[src/rtl/axi_rd_slv_if.sv]
// AR/R channel bundle for the single-beat read responder.
// The master modport is the request issuer; the slave modport is the responder.
interface axi_rd_slv_if #(
    parameter int ID_W   = 4,
    parameter int ADDR_W = 16,
    parameter int DATA_W = 32
);
    logic [ID_W-1:0]   arid;
    logic [ADDR_W-1:0] araddr;
    logic              arvalid;
    logic              arready;
    logic [ID_W-1:0]   rid;
    logic [DATA_W-1:0] rdata;
    logic [1:0]        rresp;
    logic              rlast;
    logic              rvalid;
    logic              rready;

    modport master (
        output arid, araddr, arvalid, rready,
        input  arready, rid, rdata, rresp, rlast, rvalid
    );

    modport slave (
        input  arid, araddr, arvalid, rready,
        output arready, rid, rdata, rresp, rlast, rvalid
    );
endinterface

[src/rtl/axi_rd_slv.sv]
// Single-beat AXI read responder: in-order request FIFO feeding an
// IDLE/WAIT/RESP sequencer that returns address-derived data after RD_LAT cycles.
module axi_rd_slv #(
    parameter int ID_W   = 4,
    parameter int ADDR_W = 16,
    parameter int DATA_W = 32,
    parameter int DEPTH  = 4,
    parameter int RD_LAT = 2,
    parameter logic [ADDR_W-1:0] OK_LIMIT = 'h00FF
) (
    input  logic        clk,
    input  logic        rst_n,
    axi_rd_slv_if.slave axi_slv
);
    localparam int PTR_W = $clog2(DEPTH);
    localparam int ENT_W = ID_W + ADDR_W;
    localparam logic [3:0]     LAT  = 4'(RD_LAT);
    localparam logic [PTR_W:0] FULL = (PTR_W+1)'(DEPTH);

    typedef enum logic [1:0] {IDLE, WAIT, RESP} state_t;

    logic [ENT_W-1:0]  mem [DEPTH];
    logic [PTR_W-1:0]  wr_ptr_reg;
    logic [PTR_W-1:0]  rd_ptr_reg;
    logic [PTR_W:0]    count_reg;
    state_t            state_reg;
    logic [3:0]        cnt_reg;
    logic              rvalid_reg;
    logic [ID_W-1:0]   rid_reg;
    logic [DATA_W-1:0] rdata_reg;
    logic [1:0]        rresp_reg;

    logic              full;
    logic              empty;
    logic              push;
    logic              pop;
    logic              r_hs;
    logic [ENT_W-1:0]  head;
    logic [ID_W-1:0]   head_id;
    logic [ADDR_W-1:0] head_addr;
    logic              head_ok;

    assign full  = (count_reg == FULL);
    assign empty = (count_reg == '0);
    assign push  = axi_slv.arvalid & ~full;
    assign r_hs  = rvalid_reg & axi_slv.rready;
    // The head leaves the FIFO either from IDLE or on the edge that retires the current beat.
    assign pop   = ~empty & ((state_reg == IDLE) | ((state_reg == RESP) & r_hs));

    assign head      = mem[rd_ptr_reg];
    assign head_id   = head[ENT_W-1:ADDR_W];
    assign head_addr = head[ADDR_W-1:0];
    assign head_ok   = (head_addr <= OK_LIMIT);

    assign axi_slv.arready = ~full;
    assign axi_slv.rvalid  = rvalid_reg;
    assign axi_slv.rlast   = rvalid_reg;
    assign axi_slv.rid     = rid_reg;
    assign axi_slv.rdata   = rdata_reg;
    assign axi_slv.rresp   = rresp_reg;

    // Storage carries no reset; only occupied slots are ever read.
    always_ff @(posedge clk) begin
        if (push) begin
            mem[wr_ptr_reg] <= {axi_slv.arid, axi_slv.araddr};
        end
    end

    always_ff @(posedge clk or negedge rst_n) begin
        if (!rst_n) begin
            wr_ptr_reg <= '0;
            rd_ptr_reg <= '0;
            count_reg  <= '0;
        end else begin
            if (push) begin
                wr_ptr_reg <= wr_ptr_reg + 1'b1;
            end
            if (pop) begin
                rd_ptr_reg <= rd_ptr_reg + 1'b1;
            end
            case ({push, pop})
                2'b10:   count_reg <= count_reg + 1'b1;
                2'b01:   count_reg <= count_reg - 1'b1;
                default: count_reg <= count_reg;
            endcase
        end
    end

    always_ff @(posedge clk or negedge rst_n) begin
        if (!rst_n) begin
            state_reg  <= IDLE;
            cnt_reg    <= '0;
            rvalid_reg <= 1'b0;
            rid_reg    <= '0;
            rdata_reg  <= '0;
            rresp_reg  <= 2'b00;
        end else begin
            // R fields only load on a pop, which never happens while a beat is stalled.
            if (pop) begin
                rid_reg   <= head_id;
                rdata_reg <= head_ok ? {~head_addr, head_addr} : '0;
                rresp_reg <= head_ok ? 2'b00 : 2'b11;
            end
            case (state_reg)
                IDLE: begin
                    if (pop) begin
                        if (LAT == 4'd0) begin
                            state_reg  <= RESP;
                            rvalid_reg <= 1'b1;
                        end else begin
                            cnt_reg   <= LAT;
                            state_reg <= WAIT;
                        end
                    end
                end
                WAIT: begin
                    if (cnt_reg == 4'd1) begin
                        state_reg  <= RESP;
                        rvalid_reg <= 1'b1;
                    end else begin
                        cnt_reg <= cnt_reg - 1'b1;
                    end
                end
                RESP: begin
                    if (r_hs) begin
                        if (pop) begin
                            if (LAT == 4'd0) begin
                                state_reg  <= RESP;
                                rvalid_reg <= 1'b1;
                            end else begin
                                cnt_reg    <= LAT;
                                state_reg  <= WAIT;
                                rvalid_reg <= 1'b0;
                            end
                        end else begin
                            state_reg  <= IDLE;
                            rvalid_reg <= 1'b0;
                        end
                    end
                end
                default: begin
                    state_reg  <= IDLE;
                    rvalid_reg <= 1'b0;
                end
            endcase
        end
    end
endmodule

[src/flat_wrapper.sv]
// flat-port wrapper written by rule: the top's interface ports become plain ports
module axi_rd_slv_flat 
#(
    parameter int ID_W   = 4,
    parameter int ADDR_W = 16,
    parameter int DATA_W = 32,
    parameter int DEPTH  = 4,
    parameter int RD_LAT = 2,
    parameter logic [ADDR_W-1:0] OK_LIMIT = 'h00FF
)
  (clk, rst_n, axi_slv_arid, axi_slv_araddr, axi_slv_arvalid, axi_slv_rready, axi_slv_arready, axi_slv_rid, axi_slv_rdata, axi_slv_rresp, axi_slv_rlast, axi_slv_rvalid);
  axi_rd_slv_if #(.ID_W(ID_W), .ADDR_W(ADDR_W), .DATA_W(DATA_W)) axi_slv_i ();
  input  logic clk;
  input  logic rst_n;
  input wire logic [$bits(axi_slv_i.arid)-1:0] axi_slv_arid;
  input wire logic [$bits(axi_slv_i.araddr)-1:0] axi_slv_araddr;
  input wire logic [$bits(axi_slv_i.arvalid)-1:0] axi_slv_arvalid;
  input wire logic [$bits(axi_slv_i.rready)-1:0] axi_slv_rready;
  output wire logic [$bits(axi_slv_i.arready)-1:0] axi_slv_arready;
  output wire logic [$bits(axi_slv_i.rid)-1:0] axi_slv_rid;
  output wire logic [$bits(axi_slv_i.rdata)-1:0] axi_slv_rdata;
  output wire logic [$bits(axi_slv_i.rresp)-1:0] axi_slv_rresp;
  output wire logic [$bits(axi_slv_i.rlast)-1:0] axi_slv_rlast;
  output wire logic [$bits(axi_slv_i.rvalid)-1:0] axi_slv_rvalid;
  assign axi_slv_i.arid = axi_slv_arid;
  assign axi_slv_i.araddr = axi_slv_araddr;
  assign axi_slv_i.arvalid = axi_slv_arvalid;
  assign axi_slv_i.rready = axi_slv_rready;
  assign axi_slv_arready = axi_slv_i.arready;
  assign axi_slv_rid = axi_slv_i.rid;
  assign axi_slv_rdata = axi_slv_i.rdata;
  assign axi_slv_rresp = axi_slv_i.rresp;
  assign axi_slv_rlast = axi_slv_i.rlast;
  assign axi_slv_rvalid = axi_slv_i.rvalid;
  axi_rd_slv #(.ID_W(ID_W), .ADDR_W(ADDR_W), .DATA_W(DATA_W), .DEPTH(DEPTH), .RD_LAT(RD_LAT), .OK_LIMIT(OK_LIMIT)) u_core (.clk(clk), .rst_n(rst_n), .axi_slv(axi_slv_i));
endmodule
[config.mk]
export PLATFORM = sky130hd
export DESIGN_NAME = axi_rd_slv_flat
export DESIGN_NICKNAME = d
export VERILOG_FILES = /design/src/rtl/axi_rd_slv_if.sv /design/src/rtl/axi_rd_slv.sv /design/src/flat_wrapper.sv
export SDC_FILE = /design/constraint.sdc
export NUM_CORES = 1
export LEC_CHECK = 0
export CORE_AREA = 2 2 100 93
export DETAILED_ROUTE_END_ITERATION = 6
export DIE_AREA = 0 0 102 95
export PLACE_DENSITY = 0.82
export RECOVER_POWER = 25
export SLEW_MARGIN = 0
export SYNTH_ARGS = -nofsm -noshare
export SYNTH_HDL_FRONTEND = slang
export SYNTH_SLANG_ARGS = --single-unit
[constraint.sdc]
create_clock -name clk -period 4.15 [get_ports clk]
set_input_delay 0.83 -clock clk [delete_from_list [all_inputs] [get_ports clk]]
set_output_delay 0.83 -clock clk [all_outputs]
set_load 0.1 [all_outputs]
==> results.json <==
{
  "multiplexer_share_of_the_synthesized_area": 0.06179,
  "post_cts_hold_buffer_count": 0,
  "net_switching_power_mw": 1.811,
  "worst-path-max-fanout": 6,
  "dr.first_iter.drc_count": 118,
  "overflow": 0,
  "floorplan.initialDensity": 0.5690,
  "worstPathRequired_ns": 3.32,
  "min_delay_path_depth": 1,
  "detailed_place_hpwl_um": 5544,
  "detail_route.wirelength_um": 8858,
  "synthesis.yosys.warnings": 0,
  "flow.area_growth_from_synthesis_pct": 26.20,
  "fin_nets": 406,
  "cts_made_buffers": 17,
  "grt_pass1_wl_um": 13920,
  "ys_async_sr_fraction": 0.3893,
  "power.internal_mw": 3.151,
  "syn-mean-instance-area_um2": 16.38,
  "yosys.area_share.adder": 0.02160,
  "buffer_ports.inserted": 64,
  "peak_vdd_ir_v": 0.0004620,
  "largest_register_ff_count": 80,
  "power.switching_fraction": 0.3649,
  "postSynthCellCount": 304,
  "crit_arrival_ns": 2.30,
  "synth_top_area_cell": "edfxtp_1",
  "route.detailed.drc": 0,
  "outcome": "finished clean",
  "worst_r2r_path_depth": 5,
  "die-width_um": 102,
  "routed_via_density": 5.323,
  "routed-via-count": 2704,
  "synth-main-ff-cell": "edfxtp_1",
  "hold_path_startpoint": "u_core.state_reg[1]",
  "drtPass1Iterations": 4,
  "cts_setup_buffers": 0,
  "place_congestion": 0.7249,
  "setup.worst_path.start_class": "register",
  "share_comb_of_total_power": 0.319,
  "die_h_um": 95,
  "hold-path-endpoint": "u_core.axi_slv.rlast",
  "drt.antenna.violating_nets": 0,
  "synth_simple_gate_area_frac": 0.09696,
  "regToRegSetupSlack_ns": 1.64,
  "io-pin-count": 65,
  "cts-root-buf": "clkbuf_8",
  "track_usage": 0.1983,
  "grt_max_degree": 52,
  "via_count_of_the_first_global_routing_pass": 2759,
  "clock_power_share": 0.296,
  "fp.dieArea_mm2": 0.009690,
  "maxSlewHeadroom": 0.2735,
  "worst_max_slew_pin_slew_ns": 1.090,
  "post_layout_minimum_cycle_time_ns": 3.133,
  "worst_hold_path_type": "reg -> reg",
  "cellPowerDensity_mw_per_mm2": 789.3,
  "synth.ff_latch_count": 131,
  "setup.worst_path.class": "reg -> out",
  "p_seq_frac": 0.385,
  "number_of_buffers_between_clock_root_and_the_deepest_sink": 2,
  "synth.distinct_cells": 39,
  "leakagePower_nw": 2.384,
  "finalHoldViolations": 0,
  "largest_family_of_logic_cells_by_synthesized_area": "simple AND/OR/NAND/NOR gates",
  "worst_setup_hold_path_clk_slew_ns": 0.06,
  "std_cell_rows": 33,
  "finalMaxSlewViolations": 0,
  "grt_antenna_before_repair": 0,
  "endpoint_kind": "output port",
  "core_area_mm2": 0.008753,
  "wl_per_cell_um": 17.44,
  "multi_input_comb_area_mm2": 0.001185,
  "synth_xor_xnor_area_share": 0.01407,
  "synth_edf_count": 80,
  "clock_skew_ns": 0.006428,
  "clkLatencyLatePin_ns": 0.51,
  "synth_nets": 336,
  "tns_ns": 0,
  "cts-resized-gates": 0,
  "r2r_end": "u_core.axi_slv.rdata[19]",
  "synth_sequential_area_ratio": 0.7385,
  "register_area_mm2": 0.003679,
  "synth_area_mm2": 0.004981,
  "p_total_mw": 4.962,
  "htreeDepth": 4,
  "setup_viol": 0,
  "top_cell_types_by_occurrence_after_synthesis": "80 x edfxtp_1, 51 x dfrtp_1, 40 x nand2_1",
  "fillers": 562,
  "grt_setup_unrepaired": "no",
  "cts_tree": "built",
  "post_synth_top_area_share": 0.4823,
  "rr_startpoint": "u_core.rd_ptr_reg[0]",
  "post_route_cells_drive_above_1_share": 0.1425,
  "synthTopCellsByArea": "edfxtp_1 48%, dfrtp_1 26%, mux4_2 5.0%",
  "clock_sink_count": 131,
  "max_freq_mhz": 319.2,
  "max_cap_violations": 0,
  "fin_crit_sh": 0.7549,
  "synth_compound_gate_area_share": 0.04170,
  "top_count_cell_post_synth": "edfxtp_1",
  "num_antenna_cells": 0
}
==> layout by cell type (no fill, tap or decap), types with 5 or more instances in the layout <==
cell type        count
dlygate4sd3_1       20
inv_1                6
dfrtp_1             51
clkbuf_16           16
a21oi_1              8
nand2_1             40
nor2_1              14
and2_1               9
edfxtp_1            80
mux4_2              11
ha_1                 7
o21ai_0             10
xnor2_1              5
clkdlybuf4s50_1     43
==> kinds of logic (layout without fill, tap and decap cells) <==
| logic type | count (synthesis) | count (layout) |
|---|---|---|
| flip-flops | 131 | 131 |
| AND/OR/NAND/NOR | 88 | 88 |
| AO/OA/AOI/OAI | 31 | 31 |
| buffers and inverters | 23 | 105 |
| XOR/XNOR | 8 | 8 |
| multiplexers | 15 | 15 |
| adder cells (fa/ha/maj) | 8 | 8 |
==> metal layers <==
| layer | global-route usage | wire [um] |
|---|---|---|
| met5 | 0 | 0 |
| met2 | 0.3262 | 4497 |
| met3 | 0.06736 | 520 |
| met1 | 0.2483 | 3763 |
| met4 | 0.06778 | 77 |
==> worst max path at each step <==
stage | depth (start not counted) | from | to | slack [ns]
6_report | 3 | u_core.count_reg[0] | axi_slv_arready | 1.02
5_1_grt | 3 | u_core.count_reg[0] | axi_slv_arready | 0.92
4_1_cts | 3 | u_core.count_reg[0] | axi_slv_arready | 0.99
3_5_place_dp | 9 | axi_slv_rready | u_core.count_reg[2] | 1.21
3_3_place_gp | 9 | axi_slv_rready | u_core.count_reg[2] | 1.27
2_1_floorplan | 8 | u_core.axi_slv.rlast | u_core.count_reg[1] | 1.08
==> power by group through the flow <==
stage | logic (mW) | clock network, mW | registers, mW
4_1_cts | 1.60 | 1.49 | 1.92
5_1_grt | 1.69 | 1.55 | 1.95
3_5_place_dp | 1.58 | 0 | 1.94
3_3_place_gp | 1.54 | 0 | 1.91
6_report | 1.58 | 1.47 | 1.91
2_1_floorplan | 0.828 | 0 | 2.31
==> through the flow <==
stage | cell area, um^2 | std cells | utilization | worst slack, ns | hold slack, ns
finish | 6286 | 508 | 0.7181 | 1.017 | 0.4616
global route | 6286 | 508 | 0.7181 | 0.9210 | 0.4910
CTS | 6286 | 508 | 0.7181 | 0.9879 | 0.4647
detailed placement | 5700 | 477 | 0.6512 | 1.214 | 0.4532
global placement | 5700 | 477 | 0.6512 | 1.270 | 0.4483
floorplan | 4981 | 304 | - | 1.077 | 0.4313
==> critical path, cell delays in order (launching register included) <==
cell and delay (ns):
dfrtp_1 0.43, nor2_1 0.06, nand2_1 0.14, clkdlybuf4s50_1 1.16
==> cell type report <==
type,instances,share of cell area
sequential,131,0.5852
multi-input combinational,150,0.1885
timing repair buffer,67,0.1047
clock buffer,19,0.06708
clock inverter,12,0.02607
tap,122,0.02428
inverter,7,0.004180
Power figures use the tool's default switching activity.
